$ cat config.mk
export PLATFORM = sky130hd
export DESIGN_NAME = random_delay_counter
export DESIGN_NICKNAME = d
export VERILOG_FILES = /design/src/rtl/random_delay_counter_pkg.sv /design/src/rtl/random_delay_counter_lfsr16.sv /design/src/rtl/random_delay_counter.sv
export SDC_FILE = /design/constraint.sdc
export NUM_CORES = 1
export LEC_CHECK = 0
export ABC_AREA = 0
export CAP_MARGIN = 10
export CORE_MARGIN = 2
export CORE_UTILIZATION = 30
export DETAILED_ROUTE_END_ITERATION = 6
export GPL_ROUTABILITY_DRIVEN = 1
export HOLD_SLACK_MARGIN = 0.15
export SLEW_MARGIN = 20
export SYNTH_ARGS = -nofsm -noshare
export SYNTH_HDL_FRONTEND = slang
export SYNTH_SLANG_ARGS = --single-unit
$ cat constraint.sdc
create_clock -name Clock -period 4.4 [get_ports Clock]
set_clock_uncertainty 0.1 [all_clocks]
set_input_delay 0.88 -clock Clock [delete_from_list [all_inputs] [get_ports Clock]]
set_output_delay 0.88 -clock Clock [all_outputs]
set_load 0.01 [all_outputs]
$ cat src/rtl/random_delay_counter_pkg.sv
// Shared constants for the reaction-game random delay counter.
// State encoding, LFSR taps and the common datapath width.
package random_delay_counter_pkg;

    localparam int DATA_W = 13;
    localparam int LFSR_W = 16;

    // x^16 + x^14 + x^13 + x^11 + 1 -> bits 15, 13, 12, 10
    localparam logic [LFSR_W-1:0] LFSR_TAPS = 16'hB400;

    typedef enum logic [1:0] {
        IDLE  = 2'd0,
        COUNT = 2'd1,
        DONE  = 2'd2
    } state_e;

endpackage

$ cat src/rtl/random_delay_counter_lfsr16.sv
// Free-running 16-bit Fibonacci LFSR with recovery from the all-zero
// lock-up state.
module lfsr16
    import random_delay_counter_pkg::*;
#(
    parameter logic [LFSR_W-1:0] SEED = 16'hACE1
) (
    input  logic              Clock,
    input  logic              CLRN,
    output logic [LFSR_W-1:0] q
);

    logic [LFSR_W-1:0] q_q;
    logic [LFSR_W-1:0] q_d;

    always_comb begin
        q_d = {q_q[LFSR_W-2:0], ^(q_q & LFSR_TAPS)};
        if (q_q == '0) begin
            q_d = SEED;
        end
    end

    always_ff @(posedge Clock or negedge CLRN) begin
        if (!CLRN) begin
            q_q <= SEED;
        end else begin
            q_q <= q_d;
        end
    end

    assign q = q_q;

endmodule

$ cat src/rtl/random_delay_counter.sv
// Random wait generator: latches MIN + random ms on start, counts it out
// with a prescaler and holds done until enable is withdrawn.
module random_delay_counter
    import random_delay_counter_pkg::*;
#(
    parameter int          CLK_PER_MS   = 50000,
    parameter int          MIN_DELAY_MS = 1000,
    parameter int          RANGE_BITS   = 11,
    parameter logic [15:0] LFSR_SEED    = 16'hACE1
) (
    input  logic              Clock,
    input  logic              CLRN,
    input  logic              enable,
    input  logic              clear,
    output logic              done,
    output logic              busy,
    output logic [DATA_W-1:0] delay_ms
);

    localparam int PRE_W = $clog2(CLK_PER_MS);
    localparam logic [PRE_W-1:0] PRE_LAST = PRE_W'(CLK_PER_MS - 1);

    if ((MIN_DELAY_MS + (2 ** RANGE_BITS) - 1) > 8191 ||
        MIN_DELAY_MS < 1 || CLK_PER_MS < 2 ||
        LFSR_SEED == 16'h0000) begin : g_bad_params
        $error("random_delay_counter: illegal parameter set");
    end

    logic [LFSR_W-1:0] lfsr_q;
    logic              lfsr_unused;
    logic [DATA_W-1:0] target;

    lfsr16 #(
        .SEED (LFSR_SEED)
    ) u_lfsr (
        .Clock (Clock),
        .CLRN  (CLRN),
        .q     (lfsr_q)
    );

    assign lfsr_unused = ^lfsr_q[LFSR_W-1:RANGE_BITS];
    assign target = DATA_W'(MIN_DELAY_MS)
                  + DATA_W'(lfsr_q[RANGE_BITS-1:0]);

    state_e            state_q, state_d;
    logic [PRE_W-1:0]  pre_q, pre_d;
    logic [DATA_W-1:0] ms_q, ms_d;
    logic [DATA_W-1:0] delay_q, delay_d;

    always_comb begin
        state_d = state_q;
        pre_d   = pre_q;
        ms_d    = ms_q;
        delay_d = delay_q;
        if (clear) begin
            state_d = IDLE;
        end else begin
            unique case (state_q)
                IDLE: begin
                    if (enable) begin
                        state_d = COUNT;
                        delay_d = target;
                        pre_d   = '0;
                        ms_d    = '0;
                    end
                end
                COUNT: begin
                    if (!enable) begin
                        state_d = IDLE;
                    end else if (pre_q == PRE_LAST) begin
                        pre_d = '0;
                        // ms stops at delay-1 on the final tick
                        if (ms_q == delay_q - DATA_W'(1)) begin
                            state_d = DONE;
                        end else begin
                            ms_d = ms_q + DATA_W'(1);
                        end
                    end else begin
                        pre_d = pre_q + PRE_W'(1);
                    end
                end
                DONE: begin
                    if (!enable) begin
                        state_d = IDLE;
                    end
                end
                default: state_d = IDLE;
            endcase
        end
    end

    always_ff @(posedge Clock or negedge CLRN) begin
        if (!CLRN) begin
            state_q <= IDLE;
            pre_q   <= '0;
            ms_q    <= '0;
            delay_q <= '0;
        end else begin
            state_q <= state_d;
            pre_q   <= pre_d;
            ms_q    <= ms_d;
            delay_q <= delay_d;
        end
    end

    assign done     = (state_q == DONE);
    assign busy     = (state_q == COUNT);
    assign delay_ms = delay_q;

endmodule
* Word level (Yosys, flattened, before mapping)
Index checks and enable logic that the tools add are counted.
W data, S select, Z words.
** Storage, ports and cells
- Bits of input ports :: 4
- Flip-flop bits (word level) :: 60
- Output and inout bits :: 15
** Cells by class
- Muxes and demuxes :: 17
- Reductions and logical operators :: 8
- Add/subtract/negate cells :: 4
- Bitwise operators :: 1
- Eq/ne operators :: 12
** Operator list (number)
- $mux W16 :: 4
- $mux W13 :: 4
- $pmux W16 S2 :: 1
- $pmux W13 S2 :: 1
- $add A16 B1 Y16 const B :: 1
- $eq A16 B16 Y1 const B :: 1
- $logic_not A16 Y1 :: 1
- $reduce_xor A16 Y1 :: 1
- $add A13 B1 Y13 const B :: 1
- $eq A13 B13 Y1 :: 1
- $sub A13 B1 Y13 const B :: 1
- $add A10 B11 Y12 const A :: 1
- $mux W2 :: 6
- $ne A4 B3 Y1 const B :: 2
- $reduce_and A4 Y1 :: 2
- $ne A2 B2 Y1 const B :: 3
- $ne A3 B3 Y1 const B :: 2
- $pmux W2 S3 :: 1
- $reduce_and A6 Y1 :: 1
- $reduce_and A3 Y1 :: 1
- $eq A2 B1 Y1 const B :: 1
- $eq A2 B2 Y1 const B :: 1
- $logic_not A2 Y1 :: 1
- $ne A2 B1 Y1 const B :: 1
- 2 further kinds :: 2

* Depth between registers and ports, before layout
Gate-level depths: netlist of run 1.
- Depth after elaboration :: 7
- Mapped depth :: 10

* Cells and area by module
From an unflattened synthesis of run 1, not the netlist that was laid out.
** Unflattened totals
- Cells, all modules :: 347
- Area, all modules :: 3286.9 µm²
** Modules (own cells, without submodules)
- random_delay_counter :: times used 1, cells each 297, area an instance 2655.0 µm²
- lfsr16 :: times used 1, cells each 50, area an instance 631.9 µm²

* Worst setup path before layout of run 1
Ideal clock, no wire load.
- Kind :: register to register
- Start :: register delay_q[0], in the netlist delay_ms[0]
- End :: register ms_q[0]
- Data required time :: 4173 ps
- Data arrival time :: 2984 ps
- Path slack :: 1188 ps
- Stages on the path, launching flop included :: 11
- Path buffers :: 1
- Library setup time :: 127 ps
- Period minus slack after synthesis :: 3212 ps
- Path through :: dfrtp_1 > inv_1 > ha_1 > or4b_1 > or4_1 > nor3_2 > o2111ai_1 > or4_4 > buf_6 > nand2_1 > mux2_1
** Between the ends
- Word-level cells in the longest chain between the ends :: 4
** RTL lines
- from (decl) :: line random_delay_counter.sv:48 : logic [DATA_W-1:0] delay_q, delay_d;
- from (signal assigned) :: line random_delay_counter.sv:102 : delay_q <= delay_d;
- $sub A13 B1 Y13 :: line random_delay_counter.sv:73 : if (ms_q == delay_q - DATA_W'(1)) begin
- $eq A13 B13 Y1 :: line random_delay_counter.sv:73
- $ne A2 B2 Y1 (no source line)
- $reduce_and A6 Y1 (no source line)
- to (signal assigned) :: line random_delay_counter.sv:101 : ms_q <= ms_d;
- to (decl) :: line random_delay_counter.sv:47 : logic [DATA_W-1:0] ms_q, ms_d;
Every way passes these cells.
A chain may end at the register's enable or synchronous reset.

* Worst setup path in the final report of run 1
Same ends and word-level chain as after synthesis.

==> results.sh, run 1 <==
export IMPL_setup_viol=0
export IMPL_r2r_start="delay_ms[0]"
export IMPL_yosysWarnings=0
export IMPL_portBuffers=17
export IMPL_grt_overflow=0
export IMPL_ant_nets=0
export IMPL_grt_max_degree=41
export IMPL_cts_setup_buffers=0
export IMPL_arrival_ns=3.59
export IMPL_critPathLaunchType="register"
export IMPL_totalWireLength_um=7177
export IMPL_max_freq_ghz=0.2895
export IMPL_grt_use_total_pct=13.66
export IMPL_synth_area_per_cell_um2=9.209
export IMPL_yosys_area_top_type="dfrtp_1"
export IMPL_cp_max_fo=20
export IMPL_place_ws_ns=0.9859
export IMPL_synth_fp_nets=359
export IMPL_status="finished, final reports clean"
export IMPL_yosysMostFrequentCell="dfrtp_1"
export IMPL_maxCapViolCount=0
export IMPL_synth_ff_type="dfrtp_1"
export IMPL_clk_path_buf_depth=2
export IMPL_criticalPathCategory="reg2reg"
export IMPL_numCtsBuffers=9
export IMPL_synth_area_leaders="dfrtp_1, dfstp_2, nand2_1, xnor2_1, xor2_1"
export IMPL_wl_per_cell_um=14.27
export IMPL_ys_seq_area_share_pct=46.12
export IMPL_end_kind="register"
export IMPL_layout_nets=371
export IMPL_leakagePower_nw=1.605
export IMPL_timing_critical_path_from="delay_ms[0]"
export IMPL_cts_tree="yes"
export IMPL_grt_pass1_wl_um=12460
export IMPL_synth_top_cell_area_share_pct=39.60
export IMPL_area_delta_synth_final_pct=13.98
export IMPL_finalHoldViolCount=0
export IMPL_ir_drop_uv=203.7
export IMPL_antenna_found_initial=0
export IMPL_fp_row_count=37
export IMPL_synth_edf_count=0
export IMPL_vias=2545
export IMPL_place_hpwl_um=4964
export IMPL_route_detailed_drc=0
export IMPL_synthDistinctLibCells=56
export IMPL_synth_seq_cells=59
export IMPL_antenna_cells=0
export IMPL_grt_pass1_vias=2576
export IMPL_min_from="u_lfsr.q[11]"
export IMPL_drv_slew=0
export IMPL_synth_common_cells="dfrtp_1, nand2_1, nor2_1"
export IMPL_syn_inst=350
export IMPL_core_mm2=0.01037
export IMPL_setup_slack_ns=0.9452
export IMPL_syn_area_mm2=0.003223
export IMPL_post_route_period_util_pct=78.52
export IMPL_rsz0062_at_grt="false"
export IMPL_cts_sinks=59
export IMPL_pin_count=19
export IMPL_vias_per_cell=5.060
export IMPL_layout_drive_gt1_share_pct=9.264
export IMPL_fp_dieH_um=107.7
export IMPL_cts_hold_fix_buffers=0
export IMPL_drtIter0Drc=173
export IMPL_cts_clk_slew_worst_paths_ns=0.08
export IMPL_relSlewSlack_pct=33.50
export IMPL_clk_latency_ns=0.34
export IMPL_setup_tns_ns=0
export IMPL_p_per_area_mw_per_mm2=338.1
export IMPL_gp_congestion=0.8200
export IMPL_period_minus_slack_ns=3.455
export IMPL_synthArstFlopShare_pct=100.0
export IMPL_die_x_um=107.7
export IMPL_hp_class="reg2reg"
export IMPL_cts_resized=0
export IMPL_htree_num_levels=3
export IMPL_critPathRequiredTime_ns=4.53
export IMPL_clockRootBuffer="clkbuf_8"
export IMPL_dieArea_mm2=0.01159
export IMPL_initial_core_util_pct=31.08
export IMPL_tightest_slew_ns=0.9950
export IMPL_drtPass1Iterations=4
-- layer usage --
metal	up-vias	track usage, %	wire length, um
met5	-	0	0
met4	0	3.480	56
met3	5	4.056	297
met2	37	21.92	3420
met1	1265	18.05	3403
li1	1238	-	-
-- placed cells by master, fill, tap and decap left out, drive strengths merged, types with 6 or more instances in the layout --
master / n
nand3: 11
nor2: 30
xnor2: 16
dfstp: 8
inv: 15
o21ai: 18
nor4: 6
a21oi: 10
dfrtp: 51
nand2: 48
nand2b: 16
nand4: 13
clkdlybuf4s50: 16
nor3: 8
clkbuf: 9
xor2: 16
and3: 7
-- cell type report --
| type | count | area [um^2] |
|---|---|---|
| fill | 1117 | 6696 |
| sequential | 59 | 1486 |
| clock inverter | 7 | 57.56 |
| inverter | 11 | 41.29 |
| multi-input combinational | 260 | 1599 |
| tap | 136 | 170.2 |
| clock buffer | 9 | 123.9 |
| timing repair buffer | 21 | 195.2 |
-- cells by family (layout without fill, tap and decap cells) --
| group | after synthesis | after routing | share of synthesized area, % |
|---|---|---|---|
| buffers and inverters | 31 | 48 | 4.270 |
| multiplexers | 6 | 6 | 1.902 |
| flip-flops | 59 | 59 | 46.12 |
| XOR/XNOR | 32 | 32 | 8.695 |
| other | 1 | 1 | 0.1163 |
| adder cells (fa/ha/maj) | 5 | 5 | 1.941 |
| AO/OA/AOI/OAI | 47 | 47 | 9.550 |
| AND/OR/NAND/NOR | 169 | 169 | 27.41 |
-- power breakdown --
part	internal [W]	switching (W)	leakage, nW	total [W]
sequential	0.000562	0.0000363	0.751	0.000599
clock	0.000213	0.000254	0.0886	0.000467
combinational	0.0000800	0.0000965	0.766	0.000176
-- state kept, by name, summed over array words and instances, names as in the netlist --
signal    flops
delay_ms     12
ms_q         13
pre_q        16
state_q       2
u_lfsr.q     16
-- per-stage QoR --
stage	util [%]	std cells	hold WS, ns	total power [W]	cell area, um^2
global placement	33.68	487	0.2933	0.0007816	3492
floorplan	-	350	0.3192	0.0007108	3223
detailed placement	33.68	487	0.2922	0.0007844	3492
CTS	35.42	503	0.3086	0.001262	3674
global route	35.42	503	0.3135	0.001315	3674
finish	35.42	503	0.3082	0.001242	3674
-- path summary, 6_finish.rpt --
kind / slack (ns) / cells after the start / to
max: 0.95 / 9 / ms_q[0]
min: 0.31 / 0 / u_lfsr.q[12]
max reg2reg: 0.95 / 9 / ms_q[0]
min in group asynchronous: 0.55 / 1 / pre_q[5]
max in group asynchronous: 2.82 / 2 / ms_q[2]
min reg2reg: 0.31 / 0 / u_lfsr.q[12]
-- critical path: stages (launching register included) --
cell and delay, ns:
dfrtp_1 0.43, inv_1 0.10, ha_1 0.26, or4b_1 0.57, a2111o_1 0.43, a21boi_0 0.18, o2111ai_1 0.15, or4_4 0.65
nand2_1 0.16, mux2_1 0.32
Note: power is estimated with default switching activity, not from simulation.
==> inputs of run 2 (changes only) <==
- clock period: 4.4 -> 3.5 ns (I/O delays scaled with it)
==> run 2 against run 1 <==
Against the previous run:
- core utilization increased by 1.3 points
- hold slack got worse by 0.031 ns
- first-iteration DRC count decreased by 43%
- critical path type unchanged
- combinational power increased by 40%
- cell count increased by 1.4%
- critical path depth unchanged
==> results.sh, run 2 (synthesized netlist as in run 1, its figures left out) <==
export IMPL_status="finished, final reports clean"
export IMPL_drtIter0Drc=98
export IMPL_mostFrequentLayoutCells="dfrtp_1, nand2_1, nor2_1"
export IMPL_drtPass1Iterations=4
export IMPL_crit_chain="inv_2 > ha_4 > or4b_4 > or4_1 > nor3_2 > o2111ai_2 > or4_2 > a31o_1 > a21oi_2"
export IMPL_layout_nets=378
export IMPL_htree_num_levels=3
export IMPL_cp_slowest_cell="or4_2"
export IMPL_rsz0062_at_grt="false"
export IMPL_criticalPathCategory="reg2reg"
export IMPL_grt_pass1_wl_um=12640
export IMPL_cts_sinks=59
export IMPL_leakagePower_nw=1.656
export IMPL_setup_tns_ns=0
export IMPL_core_mm2=0.01037
export IMPL_setup_viol=0
export IMPL_antenna_found_initial=0
export IMPL_maxCapViolCount=0
export IMPL_r2r_slack_ns=0.17
export IMPL_register_area_mm2=0.001486
export IMPL_relSlewSlack_pct=54.97
export IMPL_wl_per_cell_um=14.71
export IMPL_timing_critical_path_from="delay_ms[0]"
export IMPL_finalHoldViolCount=0
export IMPL_fp_dieH_um=107.7
export IMPL_fp_row_count=37
export IMPL_antenna_cells=0
export IMPL_post_route_period_util_pct=95.23
export IMPL_grt_use_total_pct=14.03
export IMPL_layout_drive_gt1_share_pct=12.57
export IMPL_place_hpwl_um=5087
export IMPL_area_delta_synth_final_pct=18.17
export IMPL_p_per_area_mw_per_mm2=450.9
export IMPL_critPathRequiredTime_ns=3.69
export IMPL_die_x_um=107.7
export IMPL_cts_tree="yes"
export IMPL_ant_nets=0
export IMPL_critPathLaunchType="register"
export IMPL_numCtsBuffers=9
export IMPL_crit_path_max_incr_delay_ns=0.78
export IMPL_crit_buf_inv=1
export IMPL_setup_slack_ns=0.1670
export IMPL_vias_per_cell=5.053
export IMPL_initial_core_util_pct=31.08
export IMPL_vias=2577
export IMPL_portBuffers=17
export IMPL_cp_max_fo=6
export IMPL_end_kind="register"
export IMPL_dpl_cell_count=491
export IMPL_gp_congestion=0.8270
export IMPL_pin_count=19
export IMPL_route_detailed_drc=0
export IMPL_tightest_slew_ns=0.6754
export IMPL_drv_slew=0
export IMPL_cts_clk_slew_worst_paths_ns=0.08
export IMPL_clk_path_buf_depth=2
export IMPL_cts_hold_fix_buffers=0
export IMPL_max_freq_ghz=0.3000
export IMPL_stdcell_count=510
export IMPL_ir_drop_uv=272.4
export IMPL_clk_latency_ns=0.35
export IMPL_grt_pass1_vias=2568
export IMPL_hp_class="in2async"
export IMPL_cp_top_family="simple AND/OR/NAND/NOR gates"
export IMPL_grt_max_degree=33
export IMPL_place_ws_ns=0.04423
export IMPL_clockRootBuffer="clkbuf_8"
export IMPL_arrival_ns=3.52
export IMPL_period_minus_slack_ns=3.333
export IMPL_r2r_start="delay_ms[0]"
export IMPL_power_w=0.001717
export IMPL_fill_cells=1058
export IMPL_layout_commonest_cell="dfrtp_1"
export IMPL_dieArea_mm2=0.01159
export IMPL_totalWireLength_um=7501
export IMPL_grt_overflow=0
export IMPL_multi_input_area_mm2=0.001633
-- run 2: changes by cell type in the layout (fill, tap and decap cells not counted), sizes merged --
cell / previous run / this run
inv: 15 / 12
or4: 3 / 4
buf: 5 / 11
bufinv: 0 / 2
clkinv: 1 / 2
-- run 2: per-stage QoR --
stage | hold slack, ns | instance area, um^2 | utilization [%]
floorplan | 0.3044 | 3223 | -
global placement | 0.2950 | 3535 | 34.09
detailed placement | 0.2925 | 3535 | 34.09
CTS | 0.3020 | 3760 | 36.26
global route | 0.3078 | 3809 | 36.73
finish | 0.2767 | 3809 | 36.73
-- run 2: cell type report --
| cell class | count | area share, % |
|---|---|---|
| clock inverter | 7 | 2.661 |
| tap | 136 | 4.468 |
| inverter | 11 | 1.084 |
| timing repair buffer | 27 | 6.636 |
| clock buffer | 9 | 3.252 |
| sequential | 59 | 39.03 |
| multi-input combinational | 261 | 42.87 |
-- run 2: per-layer routing --
metal  GRT usage [%]  up-vias  wire [um]
li1                -     1254          -
met1           18.55     1265       3484
met2           22.19       54       3615
met3           3.632        4        350
met4           4.945        0         51
met5               0        -          0
-- run 2: repair_timing --
item | CTS | global route
setup buffers | 0 | 2
endpoints found under the setup margin | 0 | 7
gates resized for setup | 0 | 8
-- run 2: final timing paths --
| check | cells after the start | end |
|---|---|---|
| hold reg to reg | 0 | u_lfsr.q[12] |
| min in group Clock | 0 | u_lfsr.q[12] |
| max in group asynchronous | 2 | u_lfsr.q[11] |
| setup reg to reg | 9 | ms_q[2] |
| hold / removal | 1 | pre_q[3] |
| setup / recovery | 9 | ms_q[2] |
-- run 2: worst reg2reg max path, cell delays in order, from the launching register on --
cell and delay, ns:
dfrtp_1 0.43, inv_2 0.10, ha_4 0.16, or4b_4 0.50
or4_1 0.44, nor3_2 0.20, o2111ai_2 0.19, or4_2 0.78
a31o_1 0.27, a21oi_2 0.10
-- run 2: report_power, final --
part,internal (W),leakage [nW],switching [W]
Combinational,0.000113,0.799,0.000134
Clock,0.000405,0.106,0.000316
Sequential,0.000707,0.751,0.0000421
Total,0.00123,1.66,0.000492
==> inputs of run 3 (changes only) <==
- CORE_MARGIN: 2 -> 4
==> run 3 against run 2 <==
Against the previous run:
- combinational power decreased by 8%
- sequential share of layout area up 0.78 points
- critical path type unchanged
- global-route usage down 1.9 points
- largest power group unchanged
- non-clock buffer count is 2 lower
- critical endpoint is now ms_q[8]
==> results.sh, run 3 (synthesized netlist as in run 1, its figures left out) <==
export IMPL_status="finished, final reports clean"
export IMPL_fin_util_pct=35.88
export IMPL_pin_count=19
export IMPL_antenna_found_initial=0
export IMPL_drv_slew=0
export IMPL_grt_pass1_wl_um=12690
export IMPL_tightest_slew_ns=0.6097
export IMPL_initial_core_util_pct=30.94
export IMPL_grt_max_degree=33
export IMPL_cts_hold_fix_buffers=0
export IMPL_vias=2548
export IMPL_p_per_area_mw_per_mm2=439.0
export IMPL_maxCapViolCount=0
export IMPL_portBuffers=17
export IMPL_critPathLaunchType="register"
export IMPL_dieArea_mm2=0.01247
export IMPL_mostFrequentLayoutCells="dfrtp_1, nand2_1, nor2_1"
export IMPL_arrival_ns=3.44
export IMPL_design_area_mm2=0.003737
export IMPL_area_delta_synth_final_pct=15.95
export IMPL_htree_num_levels=3
export IMPL_criticalPathCategory="reg2reg"
export IMPL_grt_overflow=0
export IMPL_cts_sinks=59
export IMPL_layout_drive_gt1_share_pct=11.05
export IMPL_critPathRequiredTime_ns=3.64
export IMPL_core_mm2=0.01042
export IMPL_clk_path_buf_depth=2
export IMPL_fp_dieH_um=111.7
export IMPL_layout_commonest_cell="dfrtp_1"
export IMPL_wl_per_cell_um=13.99
export IMPL_route_detailed_drc=0
export IMPL_gp_congestion=0.7619
export IMPL_max_freq_ghz=0.3034
export IMPL_power_w=0.001641
export IMPL_setup_viol=0
export IMPL_ant_nets=0
export IMPL_totalWireLength_um=7094
export IMPL_layout_nets=375
export IMPL_relSlewSlack_pct=59.20
export IMPL_holdWs_ns=0.2009
export IMPL_drtIter0Drc=81
export IMPL_setup_tns_ns=0
export IMPL_period_minus_slack_ns=3.296
export IMPL_vias_per_cell=5.026
export IMPL_finalHoldViolCount=0
export IMPL_end_kind="register"
export IMPL_grt_use_total_pct=12.15
export IMPL_post_route_period_util_pct=94.17
export IMPL_fp_row_count=37
export IMPL_die_x_um=111.7
export IMPL_cts_tree="yes"
export IMPL_hp_class="in2async"
export IMPL_leakagePower_nw=1.642
export IMPL_cp_max_fo=14
export IMPL_placed_area_mm2=0.003522
export IMPL_numCtsBuffers=9
export IMPL_clk_latency_ns=0.34
export IMPL_drtPass1Iterations=4
export IMPL_place_hpwl_um=5179
export IMPL_ir_drop_uv=262.2
export IMPL_clockRootBuffer="clkbuf_8"
export IMPL_grt_pass1_vias=2599
export IMPL_antenna_cells=0
export IMPL_cts_clk_slew_worst_paths_ns=0.08
run 3: cell count changes in the layout (fill, tap and decap cells not counted), sizes merged:
cell      delta
buf          -2
bufinv       -1
clkbuf       +1
clkinvlp     -2
inv          +2
or4          -1
run 3: layout make-up:
| type | instances | area [um^2] |
|---|---|---|
| fill | 1104 | 6679 |
| tap | 136 | 170.2 |
| clock buffer | 10 | 137.6 |
| multi-input combinational | 260 | 1605 |
| clock inverter | 6 | 70.07 |
| timing repair buffer | 25 | 225.2 |
| sequential | 59 | 1488 |
| inverter | 11 | 41.29 |
run 3: per-stage QoR:
step | instances | setup WS, ns
final | 507 | 0.2040
after global routing | 507 | -0.002979
after CTS | 507 | 0.08954
after detailed placement | 491 | 0.1472
after global placement | 491 | 0.2780
after floorplan | 350 | 0.2881
run 3: repair_timing:
action | 4_1_cts | 5_1_grt
gates resized for setup | 0 | 4
setup buffers | 0 | 0
endpoints found under the setup margin | 0 | 10
run 3: per-layer routing:
layer	wire [um]	track usage (%)	vias up	part of all wire (%)
li1	-	-	1247	-
met1	3385	15.87	1244	48
met2	3358	19.86	44	47
met3	253	3.315	13	3.6
met4	97	3.325	0	1.4
met5	0	0	-	0
run 3: report_power, final:
| group | switching, W | internal (W) |
|---|---|---|
| clock | 0.000306 | 0.000356 |
| combinational | 0.000122 | 0.000106 |
| sequential | 0.0000433 | 0.000707 |
run 3: path summary, 6_finish.rpt:
path,start,endpoint,slack (ns),depth (start not counted)
max in group asynchronous,CLRN,u_lfsr.q[6],2.29,2
min,CLRN,ms_q[2],0.20,1
max reg2reg,delay_ms[0],ms_q[8],0.20,10
min reg2reg,u_lfsr.q[11],u_lfsr.q[12],0.31,0
min in group Clock,u_lfsr.q[11],u_lfsr.q[12],0.31,0
max,delay_ms[0],ms_q[8],0.20,10
run 3: worst max-delay path: stages (launching register included):
cell and delay (ns):
dfrtp_2 0.45, inv_1 0.09, ha_2 0.22, or4b_4 0.52
or4_1 0.45, nor3_2 0.12, o2111ai_1 0.17, or4_4 0.56
buf_4 0.21, nand3_1 0.11, mux2i_1 0.21
